===== src/rtl/i2c_regbank_pkg.sv =====
// I2C register bank shared types and defaults.
// Pointer wrap vs. saturate is selected by I2C_REGBANK_PTR_WRAP_EN.
package i2c_regbank_pkg;

  localparam int DEF_ADDR_W = 4;

  typedef enum logic [2:0] {
    ST_IDLE   = 3'd0,
    ST_GETPTR = 3'd1,
    ST_WRDATA = 3'd2,
    ST_RDDATA = 3'd3,
    ST_NACKED = 3'd4
  } state_e;

endpackage


===== src/rtl/i2c_regbank_mem.sv =====
// Register array with two write ports (A wins on same index)
// and two combinational read ports.
module i2c_regbank_mem
  import i2c_regbank_pkg::*;
#(
  parameter int AW = DEF_ADDR_W
) (
  input  logic          i_clk,
  input  logic          i_rst,
  input  logic          i_a_we,
  input  logic [AW-1:0] i_a_addr,
  input  logic [7:0]    i_a_wdata,
  input  logic          i_b_we,
  input  logic [AW-1:0] i_b_addr,
  input  logic [7:0]    i_b_wdata,
  input  logic [AW-1:0] i_ra_addr,
  output logic [7:0]    o_ra_data,
  input  logic [AW-1:0] i_rb_addr,
  output logic [7:0]    o_rb_data
);

  localparam int NREGS = 2 ** AW;

  logic [7:0] r_mem [NREGS];
  logic       w_b_ok;

  assign w_b_ok = i_b_we && !(i_a_we && (i_a_addr == i_b_addr));

  always_ff @(posedge i_clk or posedge i_rst) begin
    if (i_rst) begin
      for (int i = 0; i < NREGS; i++) begin
        r_mem[i] <= 8'h00;
      end
    end else begin
      if (w_b_ok) begin
        r_mem[i_b_addr] <= i_b_wdata;
      end
      if (i_a_we) begin
        r_mem[i_a_addr] <= i_a_wdata;
      end
    end
  end

  assign o_ra_data = r_mem[i_ra_addr];
  assign o_rb_data = r_mem[i_rb_addr];

endmodule


===== src/rtl/i2c_regbank_ctrl.sv =====
// I2C slave register bank controller; define I2C_REGBANK_PTR_WRAP_EN
// to wrap the pointer at the top instead of saturating.
module i2c_regbank_ctrl
  import i2c_regbank_pkg::*;
#(
  parameter int ADDR_W = DEF_ADDR_W
) (
  input  logic              clk6x,
  input  logic              reset,
  input  logic              devsel_i,
  input  logic              rw_bit_i,
  input  logic [7:0]        rxbyte_i,
  input  logic              rxbyte_v_i,
  output logic [7:0]        txbyte_o,
  input  logic              txbyte_deq_i,
  input  logic              tx_nacked_i,
  input  logic [ADDR_W-1:0] host_addr_i,
  input  logic [7:0]        host_wdata_i,
  input  logic              host_we_i,
  output logic [7:0]        host_rdata_o,
  output logic              wr_strobe_o,
  output logic [ADDR_W-1:0] wr_addr_o,
  output logic [7:0]        wr_data_o
);

  localparam logic [ADDR_W-1:0] LAST = '1;

  state_e            r_state;
  logic [ADDR_W-1:0] r_ptr;
  logic              r_armed;
  logic              r_wr_strobe;
  logic [ADDR_W-1:0] r_wr_addr;
  logic [7:0]        r_wr_data;
  logic              w_wr;
  logic [ADDR_W-1:0] w_ptr_inc;

  assign w_wr = devsel_i && rxbyte_v_i && (r_state == ST_WRDATA);

`ifdef I2C_REGBANK_PTR_WRAP_EN
  assign w_ptr_inc = r_ptr + ADDR_W'(1);
`else
  assign w_ptr_inc = (r_ptr == LAST) ? r_ptr : r_ptr + ADDR_W'(1);
`endif

  // r_armed blocks a transfer until devsel has been seen low after reset
  always_ff @(posedge clk6x or posedge reset) begin
    if (reset) begin
      r_state <= ST_IDLE;
      r_ptr   <= '0;
      r_armed <= 1'b0;
    end else if (!devsel_i) begin
      r_state <= ST_IDLE;
      r_armed <= 1'b1;
    end else begin
      unique case (r_state)
        ST_IDLE: begin
          if (r_armed) begin
            r_state <= rw_bit_i ? ST_RDDATA : ST_GETPTR;
          end
        end
        ST_GETPTR: begin
          if (rxbyte_v_i) begin
            r_ptr   <= rxbyte_i[ADDR_W-1:0];
            r_state <= ST_WRDATA;
          end
        end
        ST_WRDATA: begin
          if (rxbyte_v_i) begin
            r_ptr <= w_ptr_inc;
          end
        end
        ST_RDDATA: begin
          if (tx_nacked_i) begin
            r_state <= ST_NACKED;
          end else if (txbyte_deq_i) begin
            r_ptr <= w_ptr_inc;
          end
        end
        ST_NACKED: begin
          r_state <= ST_NACKED;
        end
        default: begin
          r_state <= ST_IDLE;
        end
      endcase
    end
  end

  always_ff @(posedge clk6x or posedge reset) begin
    if (reset) begin
      r_wr_strobe <= 1'b0;
      r_wr_addr   <= '0;
      r_wr_data   <= 8'h00;
    end else begin
      r_wr_strobe <= w_wr;
      if (w_wr) begin
        r_wr_addr <= r_ptr;
        r_wr_data <= rxbyte_i;
      end
    end
  end

  assign wr_strobe_o = r_wr_strobe;
  assign wr_addr_o   = r_wr_addr;
  assign wr_data_o   = r_wr_data;

  i2c_regbank_mem #(
    .AW (ADDR_W)
  ) u_mem (
    .i_clk     (clk6x),
    .i_rst     (reset),
    .i_a_we    (w_wr),
    .i_a_addr  (r_ptr),
    .i_a_wdata (rxbyte_i),
    .i_b_we    (host_we_i),
    .i_b_addr  (host_addr_i),
    .i_b_wdata (host_wdata_i),
    .i_ra_addr (r_ptr),
    .o_ra_data (txbyte_o),
    .i_rb_addr (host_addr_i),
    .o_rb_data (host_rdata_o)
  );

endmodule


===== config.mk =====
export PLATFORM = sky130hd
export DESIGN_NAME = i2c_regbank_ctrl
export DESIGN_NICKNAME = d
export VERILOG_FILES = /design/src/rtl/i2c_regbank_pkg.sv /design/src/rtl/i2c_regbank_mem.sv /design/src/rtl/i2c_regbank_ctrl.sv
export SDC_FILE = /design/constraint.sdc
export NUM_CORES = 1
export LEC_CHECK = 0
export BUFFER_PORTS_ARGS = -buffer_cell sky130_fd_sc_hd__buf_4
export CORE_UTILIZATION = 30
export DETAILED_ROUTE_END_ITERATION = 10
export GPL_TIMING_DRIVEN = 0
export PLACE_DENSITY_LB_ADDON = 0.05
export RECOVER_POWER = 50
export SLEW_MARGIN = 20
export SYNTH_ARGS = -nofsm -noshare
export SYNTH_HDL_FRONTEND = slang
export SYNTH_SLANG_ARGS = --single-unit

===== constraint.sdc =====
create_clock -name clk6x -period 6.5 [get_ports clk6x]
set_clock_uncertainty 0.15 [all_clocks]
set_input_delay 1.3 -clock clk6x [delete_from_list [all_inputs] [get_ports clk6x]]
set_output_delay 1.3 -clock clk6x [all_outputs]
set_load 0.02 [all_outputs]

==> summary.md, run 1 <==
| Metric | Value |
|---|---|
| Root Buffer | clkbuf_16 |
| Post-synthesis sequential area ratio | 0.4068 |
| Initial antenna violation count | 4 |
| Post-Synthesis Cells | 798 |
| Number of max-capacitance violations reported | 1 |
| Total power | 0.004937 W |
| I/O pin count | 57 |
| Global-route wire length before repair | 47350 µm |
| Worst setup endpoint | host_rdata_o[2] |
| # diodes | 0 |
| Fmax achieved | 192.2 MHz |
| Clock buffer count from CTS | 17 |
| Critical Path Sink Type | primary output |
| Gr ovfl total | 0 |
| Routability cong. | 0.8583 |
| CTS tree | done |
| Fin crit share | 0.8006 |
| Crit path kind | primary input to primary output |
| Power per Cell Area | 461.7 nW/µm² |
| Failing checks | capacitance limit, slew limit |
| Crit. Startpoint | host_addr_i[1] |
| Vias per cell | 5.438 |
| Core area | 29870 µm² |
| CTS max path bufs | 2 |
| Cell variety after synth | 33 |
| CP peak stage delay | 0.82 ns |
| # setup viols final | 0 |
| FF-to-FF Start | r_state[1] |
| Residual DRC | 0 |
| Starting density of the core | 0.3068 |
| Vias in the first global route | 7178 |
| Post-synth top area share | 0.4068 |
| Flop-to-flop setup slack | 2.97 ns |
| Critical path cell sequence | buf_4 -> buf_2 -> clkbuf_1 -> mux4_2 -> mux4_2 -> buf_4 |
| Clk sinks | 149 |
| RSZ-0062 raised after global routing | false |
| Hold Crit Class | register to register |
| Post-DP HPWL | 23750 µm |
| ANT nets after route | 0 |
| Total die area | 31260 µm² |
| Crit Path Max Fanout | 10 |
| Average wire per standard cell | 24.81 µm |
| Fin crit period | 5.204 ns |
| Share of synthesized registers carrying an async set or reset | 1.000 |
| Worst path required time | 5.05 ns |
| PortBufs | 47 |
| Largest cells by area after synthesis | dfrtp_1, mux4_2, mux2i_1 |
| Reg2reg end | u_mem.r_mem[94] |
| Final instance area | 10690 µm² |
| Worst reg2reg path depth | 9 |
| First DRT Iteration DRCs | 548 |
| Largest net degree at the start of global routing | 99 |
| Most frequent cells after synthesis | dfrtp_1, a21oi_1, nor2_1, mux2i_1, mux4_2 |
| Status | finished, violations left |
| Fin Hold WS | 0.3626 ns |
| Commonest register cell after synthesis | dfrtp_1 |
| Total GRT Usage | 0.2120 |
| Count leader, synth | dfrtp_1 |
| Net Count, Synth | 830 |
| Vias | 6895 |
| Post-synth EDFFs | 0 |
| Placed cell area | 10060 µm² |
| Number of synthesized register bits | 149 |
| Post-CTS Hold Fix Bufs | 0 |
| Ys Warns | 0 |
| Setup Buffers After CTS | 0 |
| VDD IR-drop max | 0.0001846 V |
| Clock slew at reported path FFs | 0.07 ns |
| # H-tree levels | 4 |
| Nets | 897 |
| Final wirelength | 31460 µm |
| Die Ht | 176.8 µm |
| Post-Syn Area per Cell | 11.49 µm² |
| Slowest-stage cell, CP | clkbuf_1 |
| DR pass1 iterations | 5 |
| Skew-Pair Late Insertion Delay | 0.44 ns |
| WP data arrival | 3.75 ns |
| CP Launch Type | primary input |
| Worst-Margin Slew | 2.482 ns |
| Mapped cell area | 9166 µm² |
| Slew margin rel. | -0.6635 |
| Max Slew Vio Count | 52 |
| Cell Rows | 63 |
| PostCTS Resize Cnt | 0 |
| Area added between synthesis and finish | 16.64% |
| Fraction of layout cells with a size suffix above 1 | 0.2244 |
| Die outline width | 176.8 µm |
| Cell taking the most area after synthesis | dfrtp_1 |
| Leakage | 3.960 nW |
| Hold Fails Final Rpt | 0 |
cell families (layout without fill, tap and decap cells):
family | count (synthesis) | count (layout) | synth area share
compound gates | 161 | 161 | 0.1074
xor+xnor | 4 | 4 | 0.003822
fa+ha+maj | 4 | 4 | 0.005460
buf+inv | 76 | 156 | 0.03522
flops | 149 | 149 | 0.4068
mux | 221 | 221 | 0.3522
simple gates | 183 | 183 | 0.08914
critical path, delay by kind of cell:
kind / cells / cell delay (ns)
buffers and inverters: 4 / 1.46
muxes: 2 / 0.98
cells in the final DEF (no fill, tap or decap), drive strengths merged, types with 2 or more instances in the layout:
cell type  Yosys  final
nor2b          6      6
mux2          12     12
a31oi          2      2
xor2           4      4
dfrtp        149    149
mux2i        129    129
bufinv         0      5
inv            4      8
nor3b          2      2
nor2         134    134
clkinvlp       0      4
o21ai          5      5
ha             4      4
buf           26     61
mux4          80     80
o22a           3      3
clkbuf        46     78
nand4b         3      3
a211oi         9      9
nand4          6      6
nand2b         4      4
nand3         16     16
nand2          4      4
nand3b         5      5
a21oi        141    141
through the flow:
| step | utilization | std cells | TNS [ns] | setup slack, ns |
|---|---|---|---|---|
| 3_5_place_dp | 0.3369 | 1236 | 0 | 1.277 |
| 3_3_place_gp | 0.3350 | 1235 | -166.48 | -1.144 |
| 5_1_grt | 0.3579 | 1268 | 0 | 1.269 |
| 6_report | 0.3579 | 1268 | 0 | 1.296 |
| 4_1_cts | 0.3593 | 1268 | 0 | 1.276 |
| 2_1_floorplan | - | 798 | 0 | 1.042 |
layout make-up:
class,instances,area (µm²)
buffer,72,301.5
multi-input combinational,573,5137
fill,2962,19180
tap,390,488.0
sequential,149,3729
clock inverter,13,216.5
clock buffer,19,452.9
inverter,4,16.27
timing repair buffer,48,350.3
flip-flops by register name, summed over array words and instances (netlist names):
signal	cells
wr_data_o	8
wr_addr_o	4
r_state	3
r_armed	1
u_mem.r_mem	128
r_ptr	4
wr_strobe_o	1
worst min-delay path by stage:
stage	to	slack [ns]	startpoint	cells past startpoint
floorplan	r_armed	0.30	r_armed	1
global placement	r_armed	0.34	r_armed	1
detailed placement	r_armed	0.35	r_armed	1
CTS	r_armed	0.36	r_armed	1
global route	wr_data_o[3]	0.39	wr_data_o[3]	1
finish	r_armed	0.36	r_armed	1
where the power goes:
part | total, W | leakage, nW | internal [W] | switching [W]
clock network | 0.00115 | 0.318 | 0.000709 | 0.000438
logic | 0.00216 | 1.84 | 0.00107 | 0.00110
registers | 0.00163 | 1.80 | 0.00133 | 0.000301
total | 0.00494 | 3.96 | 0.00310 | 0.00183
metal layers:
| metal | vias to the layer above | routed length (µm) | GRT usage |
|---|---|---|---|
| met5 | - | 26 | 0 |
| met4 | 4 | 621 | 0.06645 |
| met3 | 38 | 1572 | 0.04124 |
| met2 | 207 | 15300 | 0.3446 |
| met1 | 3550 | 13940 | 0.2837 |
| li1 | 3096 | - | - |
No activity file was read; power rests on OpenSTA's default activity.
==> inputs of run 2 (changes only) <==
--- a/config.mk
+++ b/config.mk
@@ -5,6 +5,7 @@
 export SDC_FILE = /design/constraint.sdc
 export NUM_CORES = 1
 export LEC_CHECK = 0
+export ABC_AREA = 1
 export BUFFER_PORTS_ARGS = -buffer_cell sky130_fd_sc_hd__buf_4
 export CORE_UTILIZATION = 30
 export DETAILED_ROUTE_END_ITERATION = 10
==> constraint.sdc (replaced) <==
create_clock -name clk6x -period 4.9 [get_ports clk6x]
set_clock_uncertainty 0.15 [all_clocks]
set_input_delay 0.98 -clock clk6x [delete_from_list [all_inputs] [get_ports clk6x]]
set_output_delay 0.98 -clock clk6x [all_outputs]
set_load 0.02 [all_outputs]
==> run 2 against run 1 <==
Effect of this change: the run still ends with capacitance limit, slew limit left; critical path depth is 2 higher; die area is 17% higher; non-clock buffer count is 48 higher; register-to-register slack worse by 1.3 ns; hold slack worse by 0.051 ns; worst setup slack worse by 0.61 ns; largest power group unchanged; core utilization is 0.45 points lower; sequential share of layout area is 4.6 points lower; largest cell class unchanged; clock-buffer cell count is 1 lower; area after synthesis is 17% higher; first-iteration DRC count is 130% higher.
==> summary.md, run 2 <==
| Metric | Value |
|---|---|
| Status | finished, violations left |
| Failing checks | capacitance limit, slew limit |
| Post-Synthesis Cells | 1696 |
| Crit path kind | register to primary output |
| Total power | 0.006599 W |
| I/O pin count | 57 |
| PortBufs | 47 |
| Routability cong. | 0.9061 |
| Biggest register | u_mem.r_mem |
| Most frequent cells after synthesis | nand2_1, nor2_1, inv_1, dfrtp_1, nand3_1 |
| Area added between synthesis and finish | 15.05% |
| Setup Buffers After CTS | 0 |
| Vias in the first global route | 11056 |
| Fin crit period | 4.210 ns |
| Setup_tns | 0 ns |
| DR pass1 iterations | 5 |
| Net Count, Synth | 1728 |
| Post-synth top area share | 0.3480 |
| Post-synthesis sequential area ratio | 0.3480 |
| Mapped cell area | 10720 µm² |
| FF-to-FF Start | r_ptr[0] |
| Post-DP HPWL | 36330 µm |
| Crit. Startpoint | r_ptr[0] |
| Count leader, synth | nand2_1 |
| Average wire per standard cell | 23.02 µm |
| VDD IR-drop max | 0.0003509 V |
| Commonest register cell after synthesis | dfrtp_1 |
| Post-CTS Hold Fix Bufs | 0 |
| Critical path cell sequence | inv_1 -> clkbuf_1 -> clkbuf_1 -> o21ai_0 -> o22ai_1 -> nand2_1 -> nand4_1 -> buf_4 |
| # setup viols final | 0 |
| Skew-Pair Late Insertion Delay | 0.46 ns |
| Met1 Routed Length | 23350 µm |
| Die Ht | 191.0 µm |
| # diodes | 0 |
| RSZ-0062 raised after global routing | false |
| Crit Path Max Fanout | 10 |
| Worst-Margin Slew | 1.729 ns |
| Crit-path leading delay family | buffers and inverters |
| Post-synth EDFFs | 0 |
| Vias | 11803 |
| DR top layer | met4 |
| Clock buffer count from CTS | 17 |
| Total die area | 36480 µm² |
| Cell Rows | 68 |
| Core area | 34880 µm² |
| Hold Crit Class | register to register |
| Global-route wire length before repair | 76070 µm |
| Root Buffer | clkbuf_16 |
| CP Launch Type | register |
| ANT nets after route | 0 |
| CP peak stage delay | 0.59 ns |
| First DRT Iteration DRCs | 1234 |
| WP buf/inv | 4 |
| Largest net degree at the start of global routing | 30 |
| DR WL met2 | 22930 µm |
| Commonest non-fill, non-tap cells in the layout | nand2_1, nor2_1, inv_1, dfrtp_1, nand3_1 |
| Leakage | 6.042 nW |
| Final wirelength | 51440 µm |
| Slew margin rel. | -0.1526 |
| Total GRT Usage | 0.2904 |
| Hold_sp | r_armed |
| WP data arrival | 3.08 ns |
| Die outline width | 191.0 µm |
| Number of synthesized register bits | 149 |
| Fin crit share | 0.8593 |
| Share of synthesized registers carrying an async set or reset | 1.000 |
| Clock slew at reported path FFs | 0.07 ns |
| Number of max-capacitance violations reported | 2 |
| Initial antenna violation count | 0 |
| Cell taking the most area after synthesis | dfrtp_1 |
| Power per Cell Area | 535.3 nW/µm² |
| Cell variety after synth | 28 |
| Starting density of the core | 0.3072 |
| Commonest non-fill, non-tap cell in the layout | nand2_1 |
| Worst path required time | 3.77 ns |
| CP most frequent cell | clkbuf_1 |
| Vias per cell | 5.283 |
| CTS max path bufs | 2 |
| Clk sinks | 149 |
| # H-tree levels | 4 |
| Fraction of layout cells with a size suffix above 1 | 0.08657 |
| Ys Warns | 0 |
| PostCTS Resize Cnt | 0 |
| Gr ovfl total | 0 |
| Nets | 1799 |
| Max reg flops | 128 |
| Hold Fails Final Rpt | 0 |
| Max Slew Vio Count | 56 |
| Residual DRC | 0 |
| DR WL met3 | 3724 µm |
| Critical Path Sink Type | primary output |
| Fmax achieved | 237.5 MHz |
| Largest cells by area after synthesis | dfrtp_1, nand2_1, nor2_1 |
| Slowest-stage cell, CP | clkbuf_1 |
| Post-Syn Area per Cell | 6.318 µm² |
| CTS tree | done |
run 2: cell count changes in the layout (fill, tap and decap cells not counted), sizes merged, moves of 32 or more:
cell / delta
a22oi: +64
buf: +34
inv: +150
mux2i: -129
mux4: -80
nand2: +439
nand3: +119
nor2: +209
o21ai: +70
o22ai: +32
run 2: metal layers:
metal,GRT usage,up-vias
met5,0,-
met3,0.04865,70
met1,0.4069,5633
li1,-,5597
met4,0.1046,0
met2,0.4454,503
run 2: cell type report:
class / count / area (µm²)
buffer: 116 / 560.5
clock buffer: 18 / 439.2
clock inverter: 13 / 230.2
fill: 3932 / 22560
inverter: 160 / 601.8
multi-input combinational: 1271 / 5813
sequential: 149 / 3729
tap: 455 / 569.3
timing repair buffer: 52 / 385.4
run 2: final timing paths:
path	to	slack (ns)	depth (start not counted)
min reg2reg	r_armed	0.31	2
min in group asynchronous	wr_addr_o[1]	0.58	2
max	txbyte_o[2]	0.69	8
max in group asynchronous	u_mem.r_mem[92]	1.93	3
max reg2reg	u_mem.r_mem[125]	1.65	11
min	r_armed	0.31	2
run 2: logic make-up (layout without fill, tap and decap cells):
kind of cell    Yosys count  after routing  share of synthesized area
fa+ha+maj                 4              4                   0.004671
xor+xnor                  1              1                  0.0008175
flops                   149            149                     0.3480
simple gates            959            959                     0.3748
buf+inv                 276            359                     0.1091
compound gates          307            307                     0.1627
run 2: worst min-delay path, stage by stage (launching register included):
cell     delay [ns]
dfrtp_1        0.33
inv_1          0.05
nand2_1        0.05
run 2: stage by stage:
| stage | cells | setup WS [ns] | hold slack [ns] | util | area (µm²) |
|---|---|---|---|---|---|
| 2_1_floorplan | 1696 | 1.806 | 0.2647 | - | 10720 |
| 5_1_grt | 2234 | 0.6422 | 0.3425 | 0.3534 | 12330 |
| 4_1_cts | 2234 | 0.7746 | 0.3205 | 0.3558 | 12410 |
| 3_3_place_gp | 2198 | 0.4891 | 0.2854 | 0.3337 | 11640 |
| 3_5_place_dp | 2203 | 0.7927 | 0.3043 | 0.3366 | 11740 |
| 6_report | 2234 | 0.6896 | 0.3119 | 0.3534 | 12330 |
run 2: power breakdown:
part	internal (W)	total (W)	switching (W)	leakage, nW
Sequential	0.00173	0.00236	0.000636	1.86
Combinational	0.000934	0.00268	0.00175	3.86
Clock	0.000965	0.00156	0.000595	0.318
Total	0.00362	0.00660	0.00298	6.04
==> inputs of run 3 (changes only) <==
--- a/config.mk
+++ b/config.mk
@@ -15,4 +15,5 @@
 export SLEW_MARGIN = 20
 export SYNTH_ARGS = -nofsm -noshare
 export SYNTH_HDL_FRONTEND = slang
+export SYNTH_HIERARCHICAL = 1
 export SYNTH_SLANG_ARGS = --single-unit
==> run 3 against run 2 <==
Effect of this change: the flow still finishes with violations (capacitance limit, slew limit); sequential power shrank 8%; power shrank 1.4%; worst setup slack lost 0.0050 ns; register-to-register slack gained 0.06 ns; die area grew 4.2%; maximum frequency shrank 0.12%; non-clock buffer count grew 11; critical endpoint is now host_rdata_o[4]; highest routed layer unchanged; area after synthesis grew 4.3%; hold slack lost 0.014 ns; routed wire length grew 9.1%.
==> summary.md, run 3 <==
| Metric | Value |
|---|---|
| Max Slew Vio Count | 53 |
| Final wirelength | 56140 µm |
| # diodes | 0 |
| Post-synth top area share | 0.3337 |
| Most frequent cells after synthesis | nand2_1, nor2_1, nand3_1, a21oi_1, inv_1 |
| Ys Warns | 6 |
| Cell variety after synth | 30 |
| CP Launch Type | primary input |
| Average wire per standard cell | 23.70 µm |
| Global-route wire length before repair | 83390 µm |
| Cell Rows | 70 |
| Slew margin rel. | -0.7777 |
| Clk sinks | 149 |
| Post-synthesis sequential area ratio | 0.3337 |
| CP peak stage delay | 0.56 ns |
| Total die area | 38020 µm² |
| Starting density of the core | 0.3052 |
| Placed cell area | 12200 µm² |
| Reg2reg end | u_mem/r_mem[63] |
| Routability cong. | 1.006 |
| Largest net degree at the start of global routing | 77 |
| Clock buffer count from CTS | 17 |
| Initial antenna violation count | 0 |
| I/O pin count | 57 |
| Mapped cell area | 11170 µm² |
| Worst path required time | 3.77 ns |
| PortBufs | 54 |
| Fin crit period | 4.215 ns |
| Failing checks | capacitance limit, slew limit |
| Crit path kind | primary input to primary output |
| PostCTS Resize Cnt | 0 |
| DR pass1 iterations | 8 |
| CTS tree | done |
| Slowest-stage cell, CP | clkbuf_1 |
| Skew-Pair Late Insertion Delay | 0.45 ns |
| Die Ht | 195.0 µm |
| Hold depth | 2 |
| Worst-Margin Slew | 2.652 ns |
| Gr ovfl total | 0 |
| Net Count, Synth | 1843 |
| Hold Crit Class | register to register |
| Fraction of layout cells with a size suffix above 1 | 0.09363 |
| Commonest non-fill, non-tap cells in the layout | nand2_1, nor2_1, nand3_1, a21oi_1, inv_1 |
| Core area | 36610 µm² |
| Critical path cell sequence | buf_4 -> clkbuf_1 -> inv_1 -> clkbuf_1 -> nand3_1 -> nand3_1 -> nand2_1 -> buf_4 |
| Vias per cell | 5.341 |
| ANT nets after route | 0 |
| Util after Layout | 0.3500 |
| Hold Fails Final Rpt | 0 |
| Worst reg2reg path depth | 13 |
| Area added between synthesis and finish | 14.67% |
| WP data arrival | 3.09 ns |
| Post-CTS Hold Fix Bufs | 0 |
| Total GRT Usage | 0.3022 |
| Critical Path Sink Type | primary output |
| Fmax achieved | 237.2 MHz |
| # H-tree levels | 4 |
| Number of synthesized register bits | 149 |
| Commonest register cell after synthesis | dfrtp_1 |
| Post-synth EDFFs | 0 |
| Leakage | 6.316 nW |
| Worst setup endpoint | host_rdata_o[4] |
| Status | finished, violations left |
| FILL cells | 4087 |
| Power per Cell Area | 507.7 nW/µm² |
| CTS max path bufs | 2 |
| Residual DRC | 0 |
| Largest cells by area after synthesis | dfrtp_1, nand2_1, nand3_1 |
| Post-DP HPWL | 41180 µm |
| Nets | 1917 |
| Max reg flops | 128 |
| VDD IR-drop max | 0.0003798 V |
| First DRT Iteration DRCs | 1455 |
| Final instance area | 12810 µm² |
| Clock slew at reported path FFs | 0.06 ns |
| Die outline width | 195.0 µm |
| Fin crit share | 0.8603 |
| RSZ-0062 raised after global routing | false |
| Share of synthesized registers carrying an async set or reset | 1.000 |
| Biggest register | u_mem/r_mem |
| # setup viols final | 0 |
| Post-Synthesis Cells | 1814 |
| Vias | 12653 |
| Number of max-capacitance violations reported | 1 |
| Post-Syn Area per Cell | 6.159 µm² |
| Vias in the first global route | 12048 |
| Root Buffer | clkbuf_16 |
| FF-to-FF Start | r_state[2] |
| Cell taking the most area after synthesis | dfrtp_1 |
| Commonest non-fill, non-tap cell in the layout | nand2_1 |
| Count leader, synth | nand2_1 |
| Crit Path Max Fanout | 10 |
| Fin Hold WS | 0.2979 ns |
| Crit. Startpoint | host_addr_i[2] |
| Setup Buffers After CTS | 0 |
| Flop-to-flop setup slack | 1.71 ns |
| Hold_sp | r_armed |
[run 3: cell types whose count changed after synthesis, sizes merged, moves of 32 or more]
| cell | change |
|---|---|
| nor2 | -70 |
| inv | +68 |
| a22oi | -64 |
| a21oi | +58 |
| o22ai | -32 |
| nand3 | +102 |
| o211ai | +62 |
[run 3: routing by layer]
metal,GRT usage,part of all wire,up-vias
met5,0,0,-
met4,0.09186,0.026,0
met3,0.05371,0.073,62
li1,-,-,5963
met2,0.4656,0.44,538
met1,0.4282,0.46,6090
[run 3: layout make-up]
cell class	count	area, µm²	share of cell area
plain buffers	124	551.8	0.04307
repair buffers	55	429.2	0.03350
multi-input cells	1313	6018	0.4697
clock buffers	17	425.4	0.03320
flip-flops and latches	149	3729	0.2910
well taps	468	585.6	0.04570
clock inverters	15	216.5	0.01689
inverters	228	857.1	0.06689
[run 3: how the worst min path moves through the flow]
stage	end	slack, ns
4_1_cts	r_armed	0.30
3_3_place_gp	r_armed	0.28
5_1_grt	r_armed	0.33
3_5_place_dp	r_armed	0.28
6_report	r_armed	0.30
2_1_floorplan	r_armed	0.26
[run 3: worst max-delay path: cells and delay by family]
kind	cells	cell delay, ns
buffers and inverters	5	1.52
AND/OR/NAND/NOR	3	0.56
[run 3: cell families after synthesis]
kind of cell	count (synthesis)	share of synthesized area
AND/OR/NAND/NOR	975	0.3722
buffers and inverters	352	0.1265
XOR/XNOR	2	0.001568
AO/OA/AOI/OAI	335	0.1648
adder cells (fa/ha/maj)	1	0.001120
flip-flops	149	0.3337
[run 3: through the flow]
step	setup WS (ns)	setup TNS (ns)	std cells	total power, W
3_5_place_dp	0.8241	0	2337	0.004972
6_report	0.6846	0	2369	0.006505
4_1_cts	0.7092	0	2369	0.006496
3_3_place_gp	-2.016	-254.04	2336	0.004959
2_1_floorplan	0.3574	0	1814	0.003721
5_1_grt	0.5251	0	2369	0.006902
[run 3: power by group]
part	internal, W	switching (W)	leakage [nW]
registers	0.00170	0.000479	1.87
clock network	0.000868	0.000620	0.308
logic	0.000910	0.00193	4.13
total	0.00348	0.00303	6.32
